File: config.mk
export PLATFORM = sky130hd
export DESIGN_NAME = multicycle_main_control
export DESIGN_NICKNAME = d
export VERILOG_FILES = /design/src/rtl/multicycle_main_control.sv
export SDC_FILE = /design/constraint.sdc
export NUM_CORES = 1
export LEC_CHECK = 0
export BUFFER_PORTS_ARGS = -buffer_cell sky130_fd_sc_hd__clkbuf_2
export CORE_MARGIN = 1.5
export CORE_UTILIZATION = 40
export CTS_BUF_LIST = sky130_fd_sc_hd__clkbuf_8
export DETAILED_ROUTE_END_ITERATION = 16
export GPL_ROUTABILITY_DRIVEN = 0
export GPL_TIMING_DRIVEN = 0
export PLACE_DENSITY = 0.65
export SLEW_MARGIN = 10
export SYNTH_ARGS = -nofsm -noshare
export SYNTH_HDL_FRONTEND = slang
export SYNTH_SLANG_ARGS = --single-unit
File: constraint.sdc
create_clock -name clk -period 4.4 [get_ports clk]
set_input_delay 0.22 -clock clk [delete_from_list [all_inputs] [get_ports clk]]
set_output_delay 0.22 -clock clk [all_outputs]
set_load 0.005 [all_outputs]
File: src/rtl/multicycle_main_control.sv
// Main sequencer for the multicycle MIPS datapath.
// Steps each instruction through fetch/decode/execute/memory/writeback and
// drives every datapath mux select and strobe. It also counts retired
// instructions and keeps a sticky illegal-opcode flag.
// Optional feature: define ADDI_IMM_EN to add the ADDIEX/ADDIWB path for
// addi (opcode 001000). Without it, addi is treated as an illegal opcode.
module multicycle_main_control #(
    parameter int unsigned CNT_W = 16
) (
    input  logic             clk,
    input  logic             reset,
    input  logic [5:0]       opcode,
    input  logic             mem_ready,
    output logic             PCWrite,
    output logic             PCWriteCond,
    output logic             IorD,
    output logic             MemRead,
    output logic             MemWrite,
    output logic             IRWrite,
    output logic             MemtoReg,
    output logic             RegDst,
    output logic             RegWrite,
    output logic             ALUSrcA,
    output logic [1:0]       ALUSrcB,
    output logic [1:0]       ALUOp,
    output logic [1:0]       PCSource,
    output logic             instr_done,
    output logic             illegal_op,
    output logic [CNT_W-1:0] retired
);

    localparam int unsigned OP_W = 6;

    localparam logic [OP_W-1:0] OP_RTYPE = 6'b000000;
    localparam logic [OP_W-1:0] OP_LW    = 6'b100011;
    localparam logic [OP_W-1:0] OP_SW    = 6'b101011;
    localparam logic [OP_W-1:0] OP_BEQ   = 6'b000100;
    localparam logic [OP_W-1:0] OP_J     = 6'b000010;
`ifdef ADDI_IMM_EN
    localparam logic [OP_W-1:0] OP_ADDI  = 6'b001000;
`endif

    localparam logic [1:0] SRCB_B      = 2'b00;
    localparam logic [1:0] SRCB_FOUR   = 2'b01;
    localparam logic [1:0] SRCB_IMM    = 2'b10;
    localparam logic [1:0] SRCB_IMM_SH = 2'b11;

    localparam logic [1:0] ALUOP_ADD   = 2'b00;
    localparam logic [1:0] ALUOP_SUB   = 2'b01;
    localparam logic [1:0] ALUOP_FUNCT = 2'b10;

    localparam logic [1:0] PCSRC_ALU    = 2'b00;
    localparam logic [1:0] PCSRC_ALUOUT = 2'b01;
    localparam logic [1:0] PCSRC_JUMP   = 2'b10;

    typedef enum logic [3:0] {
        S_FETCH  = 4'd0,
        S_DECODE = 4'd1,
        S_MEMADR = 4'd2,
        S_MEMRD  = 4'd3,
        S_MEMWB  = 4'd4,
        S_MEMWR  = 4'd5,
        S_EXEC   = 4'd6,
        S_ALUWB  = 4'd7,
        S_BRANCH = 4'd8,
        S_JUMP   = 4'd9
`ifdef ADDI_IMM_EN
        ,
        S_ADDIEX = 4'd10,
        S_ADDIWB = 4'd11
`endif
    } state_e;

    state_e             state_q, state_d;
    logic               is_lw_q, is_lw_d;
    logic               illegal_q, illegal_d;
    logic               done_q, done_d;
    logic [CNT_W-1:0]   retired_q, retired_d;
    logic               retire_c;

    // Next-state, retire detection and memory-op selection
    always_comb begin
        state_d   = state_q;
        is_lw_d   = is_lw_q;
        illegal_d = illegal_q;
        retire_c  = 1'b0;

        case (state_q)
            S_FETCH: begin
                if (mem_ready) begin
                    state_d = S_DECODE;
                end
            end
            S_DECODE: begin
                // Opcode is only looked at here; the lw/sw choice is kept
                // so later opcode changes cannot redirect MEMADR.
                case (opcode)
                    OP_RTYPE: state_d = S_EXEC;
                    OP_LW: begin
                        state_d = S_MEMADR;
                        is_lw_d = 1'b1;
                    end
                    OP_SW: begin
                        state_d = S_MEMADR;
                        is_lw_d = 1'b0;
                    end
                    OP_BEQ:   state_d = S_BRANCH;
                    OP_J:     state_d = S_JUMP;
`ifdef ADDI_IMM_EN
                    OP_ADDI:  state_d = S_ADDIEX;
`endif
                    default: begin
                        illegal_d = 1'b1;
                        state_d   = S_FETCH;
                    end
                endcase
            end
            S_MEMADR: state_d = is_lw_q ? S_MEMRD : S_MEMWR;
            S_MEMRD: begin
                if (mem_ready) begin
                    state_d = S_MEMWB;
                end
            end
            S_MEMWB: begin
                state_d  = S_FETCH;
                retire_c = 1'b1;
            end
            S_MEMWR: begin
                if (mem_ready) begin
                    state_d  = S_FETCH;
                    retire_c = 1'b1;
                end
            end
            S_EXEC:   state_d = S_ALUWB;
            S_ALUWB: begin
                state_d  = S_FETCH;
                retire_c = 1'b1;
            end
            S_BRANCH: begin
                state_d  = S_FETCH;
                retire_c = 1'b1;
            end
            S_JUMP: begin
                state_d  = S_FETCH;
                retire_c = 1'b1;
            end
`ifdef ADDI_IMM_EN
            S_ADDIEX: state_d = S_ADDIWB;
            S_ADDIWB: begin
                state_d  = S_FETCH;
                retire_c = 1'b1;
            end
`endif
            default:  state_d = S_FETCH;
        endcase

        retired_d = retire_c ? retired_q + CNT_W'(1) : retired_q;
        done_d    = retire_c;
    end

    // State and status registers; reset aborts any instruction in flight
    always_ff @(posedge clk) begin
        if (reset) begin
            state_q   <= S_FETCH;
            is_lw_q   <= 1'b0;
            illegal_q <= 1'b0;
            done_q    <= 1'b0;
            retired_q <= '0;
        end else begin
            state_q   <= state_d;
            is_lw_q   <= is_lw_d;
            illegal_q <= illegal_d;
            done_q    <= done_d;
            retired_q <= retired_d;
        end
    end

    // Datapath controls decoded from the current state; strobes held low in reset
    always_comb begin
        PCWrite     = 1'b0;
        PCWriteCond = 1'b0;
        IorD        = 1'b0;
        MemRead     = 1'b0;
        MemWrite    = 1'b0;
        IRWrite     = 1'b0;
        MemtoReg    = 1'b0;
        RegDst      = 1'b0;
        RegWrite    = 1'b0;
        ALUSrcA     = 1'b0;
        ALUSrcB     = SRCB_B;
        ALUOp       = ALUOP_ADD;
        PCSource    = PCSRC_ALU;

        case (state_q)
            S_FETCH: begin
                // IR and PC load only on the cycle the fetch completes
                MemRead = 1'b1;
                ALUSrcB = SRCB_FOUR;
                IRWrite = mem_ready;
                PCWrite = mem_ready;
            end
            S_DECODE: begin
                ALUSrcB = SRCB_IMM_SH;
            end
            S_MEMADR: begin
                ALUSrcA = 1'b1;
                ALUSrcB = SRCB_IMM;
            end
            S_MEMRD: begin
                MemRead = 1'b1;
                IorD    = 1'b1;
            end
            S_MEMWB: begin
                RegWrite = 1'b1;
                MemtoReg = 1'b1;
            end
            S_MEMWR: begin
                MemWrite = 1'b1;
                IorD     = 1'b1;
            end
            S_EXEC: begin
                ALUSrcA = 1'b1;
                ALUOp   = ALUOP_FUNCT;
            end
            S_ALUWB: begin
                RegDst   = 1'b1;
                RegWrite = 1'b1;
            end
            S_BRANCH: begin
                ALUSrcA     = 1'b1;
                ALUOp       = ALUOP_SUB;
                PCWriteCond = 1'b1;
                PCSource    = PCSRC_ALUOUT;
            end
            S_JUMP: begin
                PCWrite  = 1'b1;
                PCSource = PCSRC_JUMP;
            end
`ifdef ADDI_IMM_EN
            S_ADDIEX: begin
                ALUSrcA = 1'b1;
                ALUSrcB = SRCB_IMM;
                ALUOp   = ALUOP_ADD;
            end
            S_ADDIWB: begin
                RegWrite = 1'b1;
            end
`endif
            default: begin
                PCWrite = 1'b0;
            end
        endcase

        if (reset) begin
            PCWrite     = 1'b0;
            PCWriteCond = 1'b0;
            MemRead     = 1'b0;
            MemWrite    = 1'b0;
            IRWrite     = 1'b0;
            RegWrite    = 1'b0;
        end
    end

    assign instr_done = done_q;
    assign illegal_op = illegal_q;
    assign retired    = retired_q;

endmodule

# --- Word level (Yosys, flattened, before mapping) ---
# Index checks and enable logic that the tools add are counted.
classes:
  addsub: 1
  n_mul: 0
  div_mod_pow: 0
  magnitude_cmp: 0
  eq_ne: 16
  n_shift: 0
  muxes: 28
  bitwise: 1
  reduce_logical: 13
op_table:
  columns: ["op", "count"]
  rows:
  - ["4-bit case mux with 6 select lines", 1]
  - ["16-bit by 1-bit adder with 16-bit output (second input constant)", 1]
  - ["4-bit by 3-bit == test with 1-bit output (second input constant)", 4]
  - ["1-bit two-way mux", 16]
  - ["4-bit case mux with 4 select lines", 1]
  - ["6-bit == test (second input constant)", 2]
  - ["4-bit two-way mux", 3]
  - ["4-bit by 2-bit == test with 1-bit output (second input constant)", 2]
  - ["4-bit == test (second input constant)", 2]
  - ["2-bit case mux with 2 select lines", 2]
  - ["2-bit OR reduction", 4]
  - ["6-bit by 2-bit == test with 1-bit output (second input constant)", 1]
  - ["6-bit by 3-bit == test with 1-bit output (second input constant)", 1]
  - ["6-bit logical NOT", 1]
  - ["2-bit inequality test (second input constant)", 3]
  - ["1-bit case mux with 2 select lines", 3]
  - ["2-bit case mux with 3 select lines", 1]
  - ["5-bit OR reduction", 1]
  - ["4-bit by 1-bit == test with 1-bit output (second input constant)", 1]
  - ["4-bit logical NOT", 1]
  - ["2-bit AND reduction", 2]
  - ["4-bit OR reduction", 1]
  - ["3-bit two-way mux", 1]
  - ["3-bit AND reduction", 1]
  - ["3 further kinds", 3]
totals:
  regBits: 23
  latch_bits: 0
  ram_bits: 0
  mem_bits_ro: 0
  inputBits: 9
  output_inout_bits: 34
  word_cells: 64
  memories: 0

# --- Longest topological paths before layout ---
# Gate-level depths: netlist (run 1).
logic_depth:
  ltp_word: 4
  depth_mapped: 7

# --- Least setup slack after synthesis (run 1) ---
# OpenSTA, ideal clock, no wires.
synth_path:
  path_type: "register to register"
  from: "register state_q[1]"
  to: "register retired_q[5] (netlist: retired[5])"
  setup_ps: 70
  arrival_ps: 1648
  required_time_ps: 4330
  setup_slack_ps: 2682
  stages_incl_launch_ff: 7
  synth_period_minus_slack_ps: 1718
  path_cell_list: "dfxtp_1 > buf_6 > nor2b_4 > o32a_1 > buf_2 > or4_1 > a21oi_1"
synth_between:
  elab_chain_cells: 3
synth_rtl:
  columns: ["element", "line_no", "rtl"]
  rows:
  - ["from (decl)", "74", "state_e state_q, state_d;"]
  - ["from (signal assigned)", "170", "state_q <= state_d;"]
  - ["4-bit == test or 4-bit by 3-bit == test with 1-bit output (tied branches)", "88", "case (state_q)"]
  - ["4-bit OR reduction (no line)", null, null]
  - ["1-bit case mux with 2 select lines (*)", "88", null]
  - ["to (signal assigned)", "174", "retired_q <= retired_d;"]
  - ["to (decl)", "78", "logic [CNT_W-1:0] retired_q, retired_d;"]
# Mark *: on every way between the ends. The rest lies on a longest branch, timed or not.
# A chain may end at the register's enable or synchronous reset.

# --- Worst setup path after layout (run 1) ---
layout_path:
  from: "register state_q[0]"
  to: "register retired_q[1] (netlist: retired[1])"
# The elaborated chain is that of the path after synthesis.

==> results of run 1 <==
-- sequential cells by signal, indices dropped and copies added, names as in the netlist --
| signal | count |
|---|---|
| instr_done | 1 |
| illegal_op | 1 |
| is_lw_q | 1 |
| state_q | 4 |
| retired | 16 |
-- per-stage QoR --
stage,hold WS (ps),area (µm²)
2_1_floorplan,296,1340
3_3_place_gp,434,1600
3_5_place_dp,442,1600
4_1_cts,160,1640
5_1_grt,155,1640
6_report,171,1640
-- layout by cell type (no fill, tap or decap), drive strengths merged, types with 2 or more instances in the layout --
cell / count
a21oi: 20
a31oi: 4
and3: 2
and4: 2
buf: 4
clkbuf: 53
dfxtp: 23
inv: 8
nand2: 10
nand2b: 6
nand3: 5
nand4: 6
nor2: 9
nor3: 9
nor3b: 3
nor4: 3
nor4b: 2
o21ai: 11
o31ai: 9
or3: 6
or4: 9
xnor2: 2
-- power groups by stage --
stage	clock network, mW	logic, mW	registers (mW)
after floorplan	0	0.0219	0.217
after global placement	0	0.0352	0.217
after detailed placement	0	0.0362	0.217
after CTS	0.134	0.0362	0.212
after global routing	0.142	0.0408	0.213
final	0.130	0.0363	0.212
-- final timing paths --
kind | endpoint | depth (start not counted) | slack (ps) | from
setup / recovery | retired[1]$_SDFFE_PP0P_ | 6 | 2490 | state_q[0]$_SDFFE_PP0P_
hold / removal | state_q[3]$_SDFFE_PP0P_ | 2 | 170 | opcode[4]
hold reg to reg | illegal_op$_SDFFE_PP0P_ | 2 | 450 | illegal_op$_SDFFE_PP0P_
setup reg to reg | retired[1]$_SDFFE_PP0P_ | 6 | 2490 | state_q[0]$_SDFFE_PP0P_
-- metal layers --
layer  vias to the layer above  wire length, µm  part of all wire  track usage
li1                        733                -                 -            -
met3                         4              195             0.056       0.0277
met2                        45             1560              0.45        0.313
met1                       669             1710              0.49        0.303
met4                         0               29            0.0083       0.0590
met5                         -                0                 0            0
-- kinds of logic after synthesis --
kind of cell	synth area share
adder cells (fa/ha/maj)	0.00936
multiplexers	0.0159
flip-flops	0.345
AND/OR/NAND/NOR	0.333
buffers and inverters	0.0665
AO/OA/AOI/OAI	0.211
XOR/XNOR	0.0197
-- final cells by class --
type	instances	area (µm²)
repair buffers	41	205
flip-flops and latches	23	460
plain buffers	13	62.6
fillers	324	1460
well taps	44	55.1
clock inverters	1	3.75
clock buffers	3	41.3
multi-input cells	129	787
inverters	7	26.3
==> results.cfg, run 1 <==
[grt]
grt-ovfl-total = 0
antenna_found_initial = 0
grt_pass1_vias = 1277
grt_max_degree = 13
grt_usage = 0.206
grt_pass1_wl_mm = 5.89

[route]
drc = 0
postRouteAntennaNets = 0
avgViaCountPerCell = 5.56
vias = 1451
wirelength_mm = 3.50
drt_first_pass_iters = 4
wl_per_cell_um = 13.4
drt_first_iter_violations = 86

[flow_run]
drv_cap = 0

[place]
post-dp-hpwl_mm = 2.61
io_buffers = 41
place_inst = 257
place_ws_ps = 2510

[timing]
fin_worst_skew_ps = 5.60
setup_violations = 0
rsz0062_at_grt = false
timing.final.crit_share = 0.435
fin_setup_tns_ps = 0
slew_headroom = 0.664
finalCriticalPeriod_ps = 1910
finalMaxSlewViolations = 0
worst_slew_pin_slew_ps = 504
max_freq_ghz = 0.523
finalHoldViolCount = 0
fin_ws_ps = 2490

[power]
power.leakage_nw = 0.606
finalPower_mw = 0.378
p_int_mw = 0.287
p_per_area_nw_per_um2 = 230
seqPwrFrac = 0.562
comb_power_share = 0.096
pwr-share-clk = 0.343
net-switching-power_mw = 0.0913
sw_frac_of_total = 0.241
peakVddDrop_mv = 0.195

[setup_path]
worst-setup-path-type = reg -> reg
max_stage_delay_ps = 500
crit_chain = nor3b_1 -> o32a_1 -> buf_2 -> buf_2 -> mux2i_1 -> nor2_1
cp.arrival_ps = 2060
cp.required_ps = 4550
start_kind = register
slowest_stage = dfxtp_1
path_max_fanout = 10
path_common_cell = buf_2
crit_buf_inv = 2
critical-path-top-delay-family = buffers and inverters
endpoint_kind = register

[cells_and_area]
fin_nets = 228
final_layout_size_suffix_gt1_frac = 0.240
final_cells = 261
area_growth_pct = 22.8
fin_util = 0.529
diodes = 0

[synth]
synth_top_cell_area_share = 0.345
synth_edf_count = 0
async_flop_share = 0
ys_ff_latch = 23
synth_top_cells_by_count = dfxtp_1, a21oi_1, nand2_1
netlist.top_cell.by_area = dfxtp_1
ys_warn_count = 0
yosysMostFrequentCell = dfxtp_1
syn_nets = 182
syn_avg_cell_area_um2 = 7.77
ys.flop_type = dfxtp_1
syn-cell-area_um2 = 1340
synthCells = 172
netlist_top_cells_area = dfxtp_1, a21oi_1, o31ai_1, or4_1, nor3_1
ys_types = 38
yosysSeqAreaShare = 0.345

[clocking]
cts.sinks = 23
post_cts_buffers = 0
htree_levels = 1
cts_tree = built
hold_buffers = 0
clk_pin_slew_ps = 80
post_cts_resized = 0
clock_latency_ps = 260
cts_buffers = 3
cts.path.max_buffers = 2
root_buffer = clkbuf_8

[hold_path]
hold_class = in -> reg

[die]
rows = 20
dieArea_um2 = 3700
die_y_um = 60.8
die_w_um = 60.8
initial_utilization = 0.431
coreArea_um2 = 3100
io_pins = 43

[run_status]
status = finished clean
Note: power is estimated with default switching activity, not from simulation.
==> run 2, diff against run 1 <==
--- a/config.mk
+++ b/config.mk
@@ -12,7 +12,7 @@
 export DETAILED_ROUTE_END_ITERATION = 16
 export GPL_ROUTABILITY_DRIVEN = 0
 export GPL_TIMING_DRIVEN = 0
-export PLACE_DENSITY = 0.65
+export PLACE_DENSITY = 0.68
 export SLEW_MARGIN = 10
 export SYNTH_ARGS = -nofsm -noshare
 export SYNTH_HDL_FRONTEND = slang
==> constraint.sdc (replaced) <==
create_clock -name clk -period 1.7 [get_ports clk]
set_input_delay 0.085 -clock clk [delete_from_list [all_inputs] [get_ports clk]]
set_output_delay 0.085 -clock clk [all_outputs]
set_load 0.005 [all_outputs]
==> results.cfg, run 2 (synthesized netlist as in run 1, its figures left out) <==
[power]
pwr-share-clk = 0.340
p_per_area_nw_per_um2 = 570
seqPwrFrac = 0.551
power.leakage_nw = 0.654
sw_frac_of_total = 0.244
comb_power_share = 0.109
p_int_mw = 0.750
peakVddDrop_mv = 0.253
net-switching-power_mw = 0.242

[grt]
antenna_found_initial = 0
grt-ovfl-total = 0
grt_pass1_wl_mm = 6.03
grt_pass1_vias = 1347
grt_usage = 0.213
grt_max_degree = 14

[cells_and_area]
fin_util = 0.561
final_common_cell = clkbuf_2
largest_reg_flops = 16
final_design_area_no_fill_um2 = 1740
diodes = 0
layout_common_cells = clkbuf_2, a21oi_1, dfxtp_1
final_layout_size_suffix_gt1_frac = 0.335
area_growth_pct = 30.2
fin_nets = 232

[clocking]
hold_buffers = 0
cts_buffers = 3
cts.path.max_buffers = 2
clk_pin_slew_ps = 80
root_buffer = clkbuf_8
htree_levels = 1
cts_tree = built
clock_latency_ps = 260
cts.sinks = 23

[setup_path]
crit_chain = nand2b_4 -> o32a_1 -> buf_6 -> or4_1 -> a21oi_1
critical-path-top-delay-family = simple AND/OR/NAND/NOR gates
slowest_stage = or4_1
start_kind = register
worstRegToRegCells = 5
cp.required_ps = 1890
cp_num_cells = 5
endpoint_kind = register
cp.arrival_ps = 1910
max_stage_delay_ps = 470
crit_buf_inv = 1
worst-setup-path-type = reg -> reg
path_max_fanout = 5

[timing]
fin_setup_tns_ps = -18.8
finalCriticalPeriod_ps = 1720
timing.final.crit_share = 1.01
fin_worst_skew_ps = 1.72
setup_violations = 1
worst_slew_pin_slew_ps = 553
rsz0062_at_grt = true
hold_ws_ps = 28.8
slew_headroom = 0.631
fin_ws_ps = -18.8
finalHoldViolCount = 0
max_freq_ghz = 0.582
finalMaxSlewViolations = 0

[route]
wirelength_mm = 3.76
drt_first_pass_iters = 4
postRouteAntennaNets = 0
vias = 1537
drc = 0
wl_per_cell_um = 14.2
drt_first_iter_violations = 67
avgViaCountPerCell = 5.80

[die]
coreArea_um2 = 3100
rows = 20
dieArea_um2 = 3700
initial_utilization = 0.431
io_pins = 43
die_y_um = 60.8
die_w_um = 60.8

[run_status]
status = finished, violations left
violations = setup timing

[place]
post_dp_cell_area_um2 = 1600
io_buffers = 41
post-dp-hpwl_mm = 2.72

[flow_run]
drv_cap = 0

[hold_path]
hold-path-cell-count = 2
hold_class = in -> reg
[run 2: cell count changes in the layout (fill, tap and decap cells not counted), sizes merged]
| cell | change |
|---|---|
| inv | -1 |
| clkbuf | -1 |
| clkinv | +1 |
| buf | +5 |
[run 2: routing by layer]
layer  wire [µm]  vias up  GRT usage
met1        1610      730      0.282
met5           0        -          0
met4          36        0     0.0776
met3         202        4     0.0213
li1            -      745          -
met2        1920       58      0.359
[run 2: worst paths after layout]
path | start | end | slack, ps
worst min-delay path | opcode[3] | is_lw_q$_SDFFE_PP0P_ | 30
worst max-delay path | state_q[3]$_SDFFE_PP0P_ | retired[5]$_SDFFE_PP0P_ | -20
worst max register to register | state_q[3]$_SDFFE_PP0P_ | retired[5]$_SDFFE_PP0P_ | -20
worst min register to register | illegal_op$_SDFFE_PP0P_ | illegal_op$_SDFFE_PP0P_ | 450
[run 2: repair_timing]
item	4_1_cts	5_1_grt
hold endpoints to repair	0	0
gates resized for setup	13	15
buffers inserted	4	0
endpoints found under the setup margin	21	21
cloned	1	0
pin swaps	3	2
[run 2: worst register-to-register path: cells and delay by family, from the launching register on]
family / cells / cell delay (ps)
DFF: 1 / 340
and+or+nand+nor: 2 / 610
buffers and inverters: 1 / 150
AOI/OAI and AO/OA: 2 / 560
[run 2: power groups by stage]
stage | Clock, mW | Combinational (mW) | Sequential (mW)
3_3_place_gp | 0 | 0.0915 | 0.562
6_report | 0.337 | 0.108 | 0.547
2_1_floorplan | 0 | 0.0570 | 0.561
4_1_cts | 0.348 | 0.102 | 0.547
3_5_place_dp | 0 | 0.0941 | 0.562
5_1_grt | 0.370 | 0.118 | 0.548
[run 2: layout make-up]
type,instances,area (µm²)
Sequential cell,23,474
Buffer,12,66.3
Timing Repair Buffer,46,240
Tap cell,44,55.1
Multi-Input combinational cell,129,832
Inverter,7,26.3
Fill cell,307,1360
Clock buffer,3,41.3
Clock inverter,1,5.00
[run 2: metrics by stage]
step	power [mW]	setup slack [ps]	instances
finish	0.992	-18.8	265
global route	1.04	-91.2	265
CTS	0.997	-16.0	265
detailed placement	0.656	-112	257
global placement	0.654	-79.7	257
floorplan	0.618	-7.49	172
